===== config.mk =====
export PLATFORM = sky130hd
export DESIGN_NAME = csr_unit_flat
export DESIGN_NICKNAME = d
export VERILOG_FILES = /design/src/rtl/csr_pkg.sv /design/src/rtl/csr_unit_if.sv /design/src/rtl/csr_counter64.sv /design/src/rtl/csr_unit.sv /design/src/flat_wrapper.sv
export SDC_FILE = /design/constraint.sdc
export NUM_CORES = 1
export LEC_CHECK = 0
export ABC_AREA = 1
export CAP_MARGIN = 20
export CELL_PAD_IN_SITES_DETAIL_PLACEMENT = 0
export CELL_PAD_IN_SITES_GLOBAL_PLACEMENT = 1
export CORE_MARGIN = 5
export CORE_UTILIZATION = 36
export DETAILED_ROUTE_END_ITERATION = 16
export PLACE_DENSITY_LB_ADDON = 0.25
export SYNTH_ARGS = -nofsm -noshare
export SYNTH_HDL_FRONTEND = slang
export SYNTH_SLANG_ARGS = --single-unit

===== constraint.sdc =====
create_clock -name clock -period 4.5 [get_ports clock]
set_input_delay 0.9 -clock clock [delete_from_list [all_inputs] [get_ports clock]]
set_output_delay 0.9 -clock clock [all_outputs]
set_load 0.05 [all_outputs]

===== src/rtl/csr_pkg.sv =====
// Shared definitions for the machine-mode CSR unit.
// Holds the CSR address map, the csr_op encoding, interrupt/exception cause
// codes, mstatus bit positions and the read-modify-write helper.
package csr_pkg;

    // CSR address map
    localparam logic [11:0] CSR_MSTATUS   = 12'h300;
    localparam logic [11:0] CSR_MISA      = 12'h301;
    localparam logic [11:0] CSR_MIE       = 12'h304;
    localparam logic [11:0] CSR_MTVEC     = 12'h305;
    localparam logic [11:0] CSR_MSCRATCH  = 12'h340;
    localparam logic [11:0] CSR_MEPC      = 12'h341;
    localparam logic [11:0] CSR_MCAUSE    = 12'h342;
    localparam logic [11:0] CSR_MTVAL     = 12'h343;
    localparam logic [11:0] CSR_MIP       = 12'h344;
    localparam logic [11:0] CSR_MCYCLE    = 12'hB00;
    localparam logic [11:0] CSR_MINSTRET  = 12'hB02;
    localparam logic [11:0] CSR_MCYCLEH   = 12'hB80;
    localparam logic [11:0] CSR_MINSTRETH = 12'hB82;
    localparam logic [11:0] CSR_MHARTID   = 12'hF14;

    typedef enum logic [1:0] {
        OP_NONE  = 2'b00,
        OP_WRITE = 2'b01,
        OP_SET   = 2'b10,
        OP_CLEAR = 2'b11
    } csr_op_e;

    // Interrupt cause codes (mcause[31] = 1)
    localparam logic [4:0] CAUSE_MSI = 5'd3;
    localparam logic [4:0] CAUSE_MTI = 5'd7;
    localparam logic [4:0] CAUSE_MEI = 5'd11;

    // Synchronous exception cause codes (mcause[31] = 0)
    localparam logic [3:0] EXC_IADDR_MISALIGNED = 4'd0;
    localparam logic [3:0] EXC_IACCESS_FAULT    = 4'd1;
    localparam logic [3:0] EXC_ILLEGAL_INSTR    = 4'd2;
    localparam logic [3:0] EXC_BREAKPOINT       = 4'd3;
    localparam logic [3:0] EXC_LADDR_MISALIGNED = 4'd4;
    localparam logic [3:0] EXC_LACCESS_FAULT    = 4'd5;
    localparam logic [3:0] EXC_SADDR_MISALIGNED = 4'd6;
    localparam logic [3:0] EXC_SACCESS_FAULT    = 4'd7;
    localparam logic [3:0] EXC_ECALL_M          = 4'd11;

    // mstatus bit positions
    localparam int MSTATUS_MIE  = 3;
    localparam int MSTATUS_MPIE = 7;

    // RV32I, machine mode only
    localparam logic [31:0] MISA_VALUE = 32'h4000_0100;

    // New CSR value produced by a CSRRW/CSRRS/CSRRC style access
    function automatic logic [31:0] csr_apply_op(input logic [1:0] op,
                                                 input logic [31:0] old_val,
                                                 input logic [31:0] d);
        case (op)
            OP_WRITE: csr_apply_op = d;
            OP_SET:   csr_apply_op = old_val | d;
            OP_CLEAR: csr_apply_op = old_val & ~d;
            default:  csr_apply_op = old_val;
        endcase
    endfunction

endpackage


===== src/rtl/csr_unit_if.sv =====
// Bus between the core (decode/execute + fetch) and the CSR unit.
// master: core side, drives CSR access, pc, exception/MRET/retire and IRQ lines.
// slave:  CSR unit, returns read data, illegal flag and trap/MRET redirects.
interface csr_unit_if #(
    parameter int LIRQ_W = 1
);
    logic [11:0]       csr_addr;
    logic [1:0]        csr_op;
    logic [31:0]       csr_w_data;
    logic [31:0]       csr_r_data;
    logic              csr_illegal;
    logic [31:0]       pc;
    logic              exc_req;
    logic [3:0]        exc_cause;
    logic [31:0]       exc_tval;
    logic              mret_req;
    logic              instr_retire;
    logic              ext_irq;
    logic              timer_irq;
    logic              sw_irq;
    logic [LIRQ_W-1:0] local_irq;
    logic              trap_taken;
    logic [31:0]       trap_pc;
    logic              mret_taken;
    logic [31:0]       mret_pc;

    modport master (
        output csr_addr, csr_op, csr_w_data, pc, exc_req, exc_cause, exc_tval,
               mret_req, instr_retire, ext_irq, timer_irq, sw_irq, local_irq,
        input  csr_r_data, csr_illegal, trap_taken, trap_pc, mret_taken, mret_pc
    );

    modport slave (
        input  csr_addr, csr_op, csr_w_data, pc, exc_req, exc_cause, exc_tval,
               mret_req, instr_retire, ext_irq, timer_irq, sw_irq, local_irq,
        output csr_r_data, csr_illegal, trap_taken, trap_pc, mret_taken, mret_pc
    );
endinterface


===== src/rtl/csr_counter64.sv =====
// 64-bit free-running counter with increment enable and a write port per
// 32-bit half. A write to either half takes precedence over the increment.
// Ports: clock, reset_n (async active-low), i_inc, i_wr_lo, i_wr_hi,
//        i_wdata (value for the selected half), o_value (current count).
module csr_counter64 (
    input  logic        clock,
    input  logic        reset_n,
    input  logic        i_inc,
    input  logic        i_wr_lo,
    input  logic        i_wr_hi,
    input  logic [31:0] i_wdata,
    output logic [63:0] o_value
);
    logic [63:0] r_value;

    always_ff @(posedge clock or negedge reset_n) begin
        if (!reset_n) begin
            r_value <= '0;
        end else if (i_wr_lo) begin
            r_value <= {r_value[63:32], i_wdata};
        end else if (i_wr_hi) begin
            r_value <= {i_wdata, r_value[31:0]};
        end else if (i_inc) begin
            r_value <= r_value + 64'd1;
        end
    end

    assign o_value = r_value;
endmodule


===== src/rtl/csr_unit.sv =====
// Machine-mode CSR unit: CSR read/modify/write, synchronous exceptions,
// prioritised interrupts, MRET, vectored trap dispatch and 64-bit counters.
// Ports: clock, reset_n (async active-low), bus (csr_unit_if.slave) carrying
//        the CSR access, pc, exception/MRET/retire requests, IRQ lines and the
//        combinational read data, illegal flag and trap/MRET redirects.
module csr_unit
    import csr_pkg::*;
#(
    parameter int          NUM_LOCAL_IRQ = 0,
    parameter logic [31:0] MTVEC_RESET   = 32'h0000_0500,
    parameter bit          IRQ_EN_RESET  = 1'b1,
    parameter int          HAS_COUNTERS  = 1
) (
    input  logic  clock,
    input  logic  reset_n,
    csr_unit_if.slave bus
);
    // Writable mie bits: MSI, MTI, MEI and the implemented local lines
    localparam logic [31:0] MIE_MASK =
        32'h0000_0888 | (((32'd1 << NUM_LOCAL_IRQ) - 32'd1) << 16);

    logic        r_mstatus_mie;
    logic        r_mstatus_mpie;
    logic [31:0] r_mie;
    logic [31:0] r_mtvec;
    logic [31:0] r_mscratch;
    logic [31:0] r_mepc;
    logic [31:0] r_mcause;
    logic [31:0] r_mtval;

    logic [31:0] w_mstatus;
    logic [31:0] w_mip;
    logic [31:0] w_pend;
    logic [4:0]  w_irq_cause;
    logic        w_irq_take;
    logic [31:0] w_rdata;
    logic        w_impl;
    logic        w_ro;
    logic        w_illegal;
    logic [31:0] w_wval;
    logic        w_csr_we;
    logic [31:0] w_base;
    logic [63:0] w_mcycle;
    logic [63:0] w_minstret;

    assign w_mstatus = {19'b0, 2'b11, 3'b0, r_mstatus_mpie, 3'b0, r_mstatus_mie, 3'b0};

    always_comb begin
        w_mip     = '0;
        w_mip[3]  = bus.sw_irq;
        w_mip[7]  = bus.timer_irq;
        w_mip[11] = bus.ext_irq;
        for (int i = 0; i < NUM_LOCAL_IRQ; i++) begin
            w_mip[16+i] = bus.local_irq[i];
        end
    end

    assign w_pend = w_mip & r_mie;

    // Later assignments override earlier ones: ascending locals so the highest
    // index wins, then MTI < MSI < MEI.
    always_comb begin
        w_irq_cause = '0;
        for (int i = 0; i < NUM_LOCAL_IRQ; i++) begin
            if (w_pend[16+i]) w_irq_cause = 5'(16 + i);
        end
        if (w_pend[7])  w_irq_cause = CAUSE_MTI;
        if (w_pend[3])  w_irq_cause = CAUSE_MSI;
        if (w_pend[11]) w_irq_cause = CAUSE_MEI;
    end

    assign w_irq_take = r_mstatus_mie && (w_pend != '0);

    always_comb begin
        w_rdata = '0;
        w_impl  = 1'b1;
        w_ro    = 1'b0;
        case (bus.csr_addr)
            CSR_MSTATUS:   w_rdata = w_mstatus;
            CSR_MISA:      begin w_rdata = MISA_VALUE; w_ro = 1'b1; end
            CSR_MHARTID:   w_ro = 1'b1;
            CSR_MIE:       w_rdata = r_mie;
            CSR_MTVEC:     w_rdata = r_mtvec;
            CSR_MSCRATCH:  w_rdata = r_mscratch;
            CSR_MEPC:      w_rdata = r_mepc;
            CSR_MCAUSE:    w_rdata = r_mcause;
            CSR_MTVAL:     w_rdata = r_mtval;
            CSR_MIP:       begin w_rdata = w_mip; w_ro = 1'b1; end
            CSR_MCYCLE:    begin w_rdata = w_mcycle[31:0];    w_impl = (HAS_COUNTERS != 0); end
            CSR_MCYCLEH:   begin w_rdata = w_mcycle[63:32];   w_impl = (HAS_COUNTERS != 0); end
            CSR_MINSTRET:  begin w_rdata = w_minstret[31:0];  w_impl = (HAS_COUNTERS != 0); end
            CSR_MINSTRETH: begin w_rdata = w_minstret[63:32]; w_impl = (HAS_COUNTERS != 0); end
            default:       w_impl = 1'b0;
        endcase
    end

    // Set/clear with a zero operand is a pure read, legal even on RO CSRs
    assign w_illegal = (bus.csr_op != OP_NONE) &&
                       (!w_impl || (w_ro && (bus.csr_op == OP_WRITE || bus.csr_w_data != '0)));

    assign w_wval   = csr_apply_op(bus.csr_op, w_rdata, bus.csr_w_data);
    assign w_csr_we = (bus.csr_op != OP_NONE) && !w_illegal && !bus.exc_req &&
                      !w_irq_take && !bus.mret_req;

    assign w_base          = {r_mtvec[31:2], 2'b00};
    assign bus.trap_taken  = bus.exc_req || w_irq_take;
    assign bus.trap_pc     = (r_mtvec[0] && !bus.exc_req && w_irq_take)
                             ? w_base + {25'b0, w_irq_cause, 2'b00} : w_base;
    assign bus.mret_taken  = bus.mret_req && !bus.trap_taken;
    assign bus.mret_pc     = r_mepc;
    assign bus.csr_r_data  = w_rdata;
    assign bus.csr_illegal = w_illegal;

    always_ff @(posedge clock or negedge reset_n) begin
        if (!reset_n) begin
            r_mstatus_mie  <= IRQ_EN_RESET;
            r_mstatus_mpie <= 1'b0;
            r_mie          <= IRQ_EN_RESET ? 32'h0000_0800 : 32'h0;
            r_mtvec        <= MTVEC_RESET & ~32'h2;
            r_mscratch     <= '0;
            r_mepc         <= '0;
            r_mcause       <= '0;
            r_mtval        <= '0;
        end else if (bus.exc_req || w_irq_take) begin
            r_mepc         <= bus.pc & ~32'h3;
            r_mcause       <= bus.exc_req ? {28'b0, bus.exc_cause} : {1'b1, 26'b0, w_irq_cause};
            r_mtval        <= bus.exc_req ? bus.exc_tval : 32'h0;
            r_mstatus_mpie <= r_mstatus_mie;
            r_mstatus_mie  <= 1'b0;
        end else if (bus.mret_req) begin
            r_mstatus_mie  <= r_mstatus_mpie;
            r_mstatus_mpie <= 1'b1;
        end else if (w_csr_we) begin
            case (bus.csr_addr)
                CSR_MSTATUS: begin
                    r_mstatus_mie  <= w_wval[MSTATUS_MIE];
                    r_mstatus_mpie <= w_wval[MSTATUS_MPIE];
                end
                CSR_MIE:      r_mie      <= w_wval & MIE_MASK;
                CSR_MTVEC:    r_mtvec    <= w_wval & ~32'h2;
                CSR_MSCRATCH: r_mscratch <= w_wval;
                CSR_MEPC:     r_mepc     <= w_wval & ~32'h3;
                CSR_MCAUSE:   r_mcause   <= w_wval;
                CSR_MTVAL:    r_mtval    <= w_wval;
                default: ;
            endcase
        end
    end

    if (HAS_COUNTERS != 0) begin : g_counters
        csr_counter64 u_mcycle (
            .clock   (clock),
            .reset_n (reset_n),
            .i_inc   (1'b1),
            .i_wr_lo (w_csr_we && bus.csr_addr == CSR_MCYCLE),
            .i_wr_hi (w_csr_we && bus.csr_addr == CSR_MCYCLEH),
            .i_wdata (w_wval),
            .o_value (w_mcycle)
        );
        csr_counter64 u_minstret (
            .clock   (clock),
            .reset_n (reset_n),
            .i_inc   (bus.instr_retire),
            .i_wr_lo (w_csr_we && bus.csr_addr == CSR_MINSTRET),
            .i_wr_hi (w_csr_we && bus.csr_addr == CSR_MINSTRETH),
            .i_wdata (w_wval),
            .o_value (w_minstret)
        );
    end else begin : g_no_counters
        assign w_mcycle   = '0;
        assign w_minstret = '0;
    end
endmodule

===== src/flat_wrapper.sv =====
// flat-port wrapper written by rule: the top's interface ports become plain ports
module csr_unit_flat import csr_pkg::*;
#(
    parameter int          NUM_LOCAL_IRQ = 0,
    parameter logic [31:0] MTVEC_RESET   = 32'h0000_0500,
    parameter bit          IRQ_EN_RESET  = 1'b1,
    parameter int          HAS_COUNTERS  = 1
)
  (clock, reset_n, bus_csr_addr, bus_csr_op, bus_csr_w_data, bus_pc, bus_exc_req, bus_exc_cause, bus_exc_tval, bus_mret_req, bus_instr_retire, bus_ext_irq, bus_timer_irq, bus_sw_irq, bus_local_irq, bus_csr_r_data, bus_csr_illegal, bus_trap_taken, bus_trap_pc, bus_mret_taken, bus_mret_pc);
  csr_unit_if bus_i ();
  input  logic clock;
  input  logic reset_n;
  input wire logic [$bits(bus_i.csr_addr)-1:0] bus_csr_addr;
  input wire logic [$bits(bus_i.csr_op)-1:0] bus_csr_op;
  input wire logic [$bits(bus_i.csr_w_data)-1:0] bus_csr_w_data;
  input wire logic [$bits(bus_i.pc)-1:0] bus_pc;
  input wire logic [$bits(bus_i.exc_req)-1:0] bus_exc_req;
  input wire logic [$bits(bus_i.exc_cause)-1:0] bus_exc_cause;
  input wire logic [$bits(bus_i.exc_tval)-1:0] bus_exc_tval;
  input wire logic [$bits(bus_i.mret_req)-1:0] bus_mret_req;
  input wire logic [$bits(bus_i.instr_retire)-1:0] bus_instr_retire;
  input wire logic [$bits(bus_i.ext_irq)-1:0] bus_ext_irq;
  input wire logic [$bits(bus_i.timer_irq)-1:0] bus_timer_irq;
  input wire logic [$bits(bus_i.sw_irq)-1:0] bus_sw_irq;
  input wire logic [$bits(bus_i.local_irq)-1:0] bus_local_irq;
  output wire logic [$bits(bus_i.csr_r_data)-1:0] bus_csr_r_data;
  output wire logic [$bits(bus_i.csr_illegal)-1:0] bus_csr_illegal;
  output wire logic [$bits(bus_i.trap_taken)-1:0] bus_trap_taken;
  output wire logic [$bits(bus_i.trap_pc)-1:0] bus_trap_pc;
  output wire logic [$bits(bus_i.mret_taken)-1:0] bus_mret_taken;
  output wire logic [$bits(bus_i.mret_pc)-1:0] bus_mret_pc;
  assign bus_i.csr_addr = bus_csr_addr;
  assign bus_i.csr_op = bus_csr_op;
  assign bus_i.csr_w_data = bus_csr_w_data;
  assign bus_i.pc = bus_pc;
  assign bus_i.exc_req = bus_exc_req;
  assign bus_i.exc_cause = bus_exc_cause;
  assign bus_i.exc_tval = bus_exc_tval;
  assign bus_i.mret_req = bus_mret_req;
  assign bus_i.instr_retire = bus_instr_retire;
  assign bus_i.ext_irq = bus_ext_irq;
  assign bus_i.timer_irq = bus_timer_irq;
  assign bus_i.sw_irq = bus_sw_irq;
  assign bus_i.local_irq = bus_local_irq;
  assign bus_csr_r_data = bus_i.csr_r_data;
  assign bus_csr_illegal = bus_i.csr_illegal;
  assign bus_trap_taken = bus_i.trap_taken;
  assign bus_trap_pc = bus_i.trap_pc;
  assign bus_mret_taken = bus_i.mret_taken;
  assign bus_mret_pc = bus_i.mret_pc;
  csr_unit #(.NUM_LOCAL_IRQ(NUM_LOCAL_IRQ), .MTVEC_RESET(MTVEC_RESET), .IRQ_EN_RESET(IRQ_EN_RESET), .HAS_COUNTERS(HAS_COUNTERS)) u_core (.clock(clock), .reset_n(reset_n), .bus(bus_i));
endmodule

==> impl_metrics.py <==
metrics = {
    "power": {
        "power_leakage_nw": 12.90,
        "seqPwrFrac_pct": 39.6,
        "clock_power_share_pct": 42.8,
        "max-vdd-ir-drop_mv": 0.2477,
        "power_switching_mw": 2.455,
        "sw_frac_of_total_pct": 32.49,
        "pwr_density_cell_mw_per_mm2": 275.7,
        "p_int_mw": 5.102,
        "comb_power_share_pct": 17.6,
    },
    "route": {
        "vias": 24750,
        "routed_wl_um": 121300,
        "firstDrtPassIters": 7,
        "post-route-drc-count": 0,
        "antenna_left": 0,
        "dr.first_iter.drc_count": 3082,
        "wire_per_inst_um": 27.11,
        "viasPerCell": 5.529,
    },
    "timing": {
        "tns_ps": 0,
        "period_minus_slack_ps": 4375,
        "hold_viol_final": 0,
        "skew_ps": 32.00,
        "setup_violations": 0,
        "worst_pin_slew_ps": 1058,
        "fmax_mhz": 228.5,
        "max-slew-margin-rel_pct": 29.49,
        "min_period_over_period_pct": 97.23,
        "drv_slew": 0,
        "rsz0062_at_grt": "no",
    },
    "clocking": {
        "cts_made_buffers": 37,
        "h-tree-depth": 2,
        "clk_latency_ps": 590,
        "cts_buffer_depth": 3,
        "cts-root-buf": "clkbuf_16",
        "clk_pin_slew_ps": 60,
        "clock-sinks": 290,
        "cts_tree": "yes",
    },
    "die": {
        "initial_core_util_pct": 36.19,
        "die_x_um": 250.1,
        "row_count": 88,
        "core_area_sq_mm": 0.05737,
        "die_h_um": 250.1,
        "die-area_sq_mm": 0.06257,
        "num_io_pins": 222,
    },
    "global_route": {
        "grt_pass1_wl_um": 170700,
        "grt_remaining_overflow": 0,
        "antenna_found_initial": 5,
        "grt_max_degree": 96,
        "first_global_vias": 23500,
        "grt_usage_pct": 37.37,
    },
    "synth": {
        "synth_top_cell_by_area": "dfrtp_1",
        "synth_top_area_share_pct": 34.48,
        "synth_edf_count": 0,
        "synth_async_sr_flop_share_pct": 100.0,
        "mappedNetlistArea_sq_mm": 0.02076,
        "ys.flop_type": "dfrtp_1",
        "yosysWarningCount": 0,
        "synth-seq-cells": 290,
        "syn_inst": 3325,
        "yosysUniqueCellTypes": 42,
        "avgSynthCellArea_sq_um": 6.243,
        "synth_area_leaders": "dfrtp_1, nand2_1, o21ai_0, nor2_1, inv_1",
        "ys_seq_area_share_pct": 34.98,
    },
    "worst_setup_path": {
        "setup.worst_path.end": "bus_csr_r_data[3]",
        "cp-startpoint": "bus_csr_addr[11]",
        "max_stage_delay_ps": 540,
        "crit_path_start_kind": "input pin",
        "path_cells": "clkdlybuf4s50_1 -> nand2_1 -> nor2_1 -> nand2_1 -> nor2_2 -> buf_12 -> buf_4 -> nand2_1 -> o21ai_0 -> buf_4 -> nor2_1 -> nand3_1 -> buf_12",
        "worstRegToRegCells": 11,
        "path_class": "in -> out",
        "crit_slowest_cell": "clkdlybuf4s50_1",
        "critPathMaxFanout": 8,
        "end_kind": "output pin",
        "arrival_ps": 3480,
        "reg2reg_to": "u_core.g_counters.u_minstret.o_value[42]",
        "required_ps": 3600,
        "r2r-start": "u_core.g_counters.u_minstret.o_value[1]",
        "rrSetupSlack_ps": 1540,
        "crit_top_cell": "nand2_1",
    },
    "outcome": {
        "outcome": "finished, final reports clean",
    },
    "hold_path": {
        "hold_path_class": "in -> async",
    },
    "placement": {
        "dp_hpwl_um": 96690,
        "gp_congestion": 1.055,
        "portBuffers": 214,
    },
    "finish": {
        "syn_to_final_growth_pct": 32.07,
        "post-route-util_pct": 47.79,
        "final_common_cell": "nand2_1",
        "drive_above_1_share_pct": 11.36,
        "layout_common_cells": "nand2_1, nor2_1, inv_1, dfrtp_1, o21ai_0",
        "finalNetCount": 3807,
        "fill_cells": 5891,
    },
    "flow_run": {
        "drv_cap": 0,
    },
}
[metal layers]
metal / up-vias / wire, um / global-route usage, %
met5: - / 13 / 0
met4: 2 / 7630 / 18.54
met3: 254 / 12850 / 9.366
met2: 1431 / 51080 / 55.45
met1: 11870 / 49770 / 50.85
li1: 11200 / - / -
[metrics by stage]
step                worst slack, ps  instance area [sq um]  hold slack (ps)  std cells  power, mW
floorplan                     121.5                  20770            442.2       3328      3.573
global route                  80.37                  27400            430.0       4471      7.779
CTS                          -29.40                  27270            408.1       4470      7.553
detailed placement           -166.0                  25950            468.3       4402      4.331
finish                        124.5                  27420            374.1       4476      7.557
global placement             -162.2                  25950            458.5       4402      4.312
[worst max-delay path: cells and delay by family]
kind / cells / cell delay, ps
compound gates: 1 / 110
buf+inv: 5 / 1250
simple gates: 7 / 1230
[sequential cells by signal (all words and copies together) (netlist names)]
| name | count |
|---|---|
| u_core.r_mtvec | 31 |
| u_core.r_mstatus_mpie | 1 |
| u_core.r_mie | 3 |
| u_core.r_mtval | 32 |
| u_core.r_mstatus_mie | 1 |
| u_core.g_counters.u_minstret.o_value | 64 |
| u_core.r_mscratch | 32 |
| u_core.g_counters.u_mcycle.o_value | 64 |
| u_core.bus.mret_pc | 30 |
| u_core.r_mcause | 32 |
[layout make-up]
| type | count | area, sq um | area share (%) |
|---|---|---|---|
| multi-input combinational | 2571 | 11900 | 43.39 |
| sequential | 290 | 7262 | 26.49 |
| timing repair buffer | 436 | 4730 | 17.25 |
| inverter | 341 | 1280 | 4.669 |
| clock buffer | 49 | 1051 | 3.834 |
| tap | 765 | 957.2 | 3.491 |
| clock inverter | 19 | 226.5 | 0.8261 |
| antenna | 5 | 12.51 | 0.04564 |
[power groups by stage]
| stage | clock, mW | sequential (mW) | combinational (mW) |
|---|---|---|---|
| after CTS | 3.26 | 2.98 | 1.31 |
| after global routing | 3.36 | 3.00 | 1.42 |
| final | 3.24 | 2.99 | 1.33 |
| after global placement | 0 | 3.02 | 1.29 |
| after floorplan | 0 | 3.07 | 0.501 |
| after detailed placement | 0 | 3.03 | 1.31 |
[worst min-delay path by stage]
stage	slack [ps]	cells past startpoint	from	endpoint
floorplan	440	2	u_core.r_mtval[1]	u_core.r_mtval[1]
global placement	460	2	u_core.r_mtval[1]	u_core.r_mtval[1]
detailed placement	470	2	u_core.r_mtval[28]	u_core.r_mtval[28]
CTS	410	1	reset_n	u_core.r_mtvec[5]
global route	430	1	reset_n	u_core.r_mtvec[5]
finish	370	1	reset_n	u_core.r_mtvec[5]
[cell usage after synthesis, types with 3 or more instances]
master and n:
buf_1 6, a21oi_1 42, nand4_1 63, clkinv_1 3, o21a_1 3, o21ai_0 281, xnor2_1 21, dfstp_2 4
xor2_1 117, and3_1 4, inv_2 6, nor4_1 17, o21ai_1 21, inv_1 332, o22ai_1 4, buf_2 32
nor2_4 4, nand3_1 175, clkbuf_1 80, a22oi_1 3, nand2_1 1322, nand3b_1 26, buf_4 8, nor2_2 4
nor2_1 346, o211ai_1 25, ha_1 6, dfrtp_1 286, nor3_1 68
[logic make-up (layout without fill, tap and decap cells)]
kind of cell	after synthesis	count (layout)	synth area share (%)
flops	290	290	34.98
compound gates	383	383	9.680
other cells	1	9	0.01806
buf+inv	467	845	8.782
xor+xnor	138	138	5.822
fa+ha+maj	7	7	0.4581
simple gates	2039	2039	40.26
[repair_timing]
item / 4_1_cts / 5_1_grt
hold buffers: 0 / 0
pin swaps: 1 / 13
setup buffers: 0 / 1
endpoints found under the setup margin: 10 / 13
gates resized for setup: 9 / 29
Power figures use the tool's default switching activity.
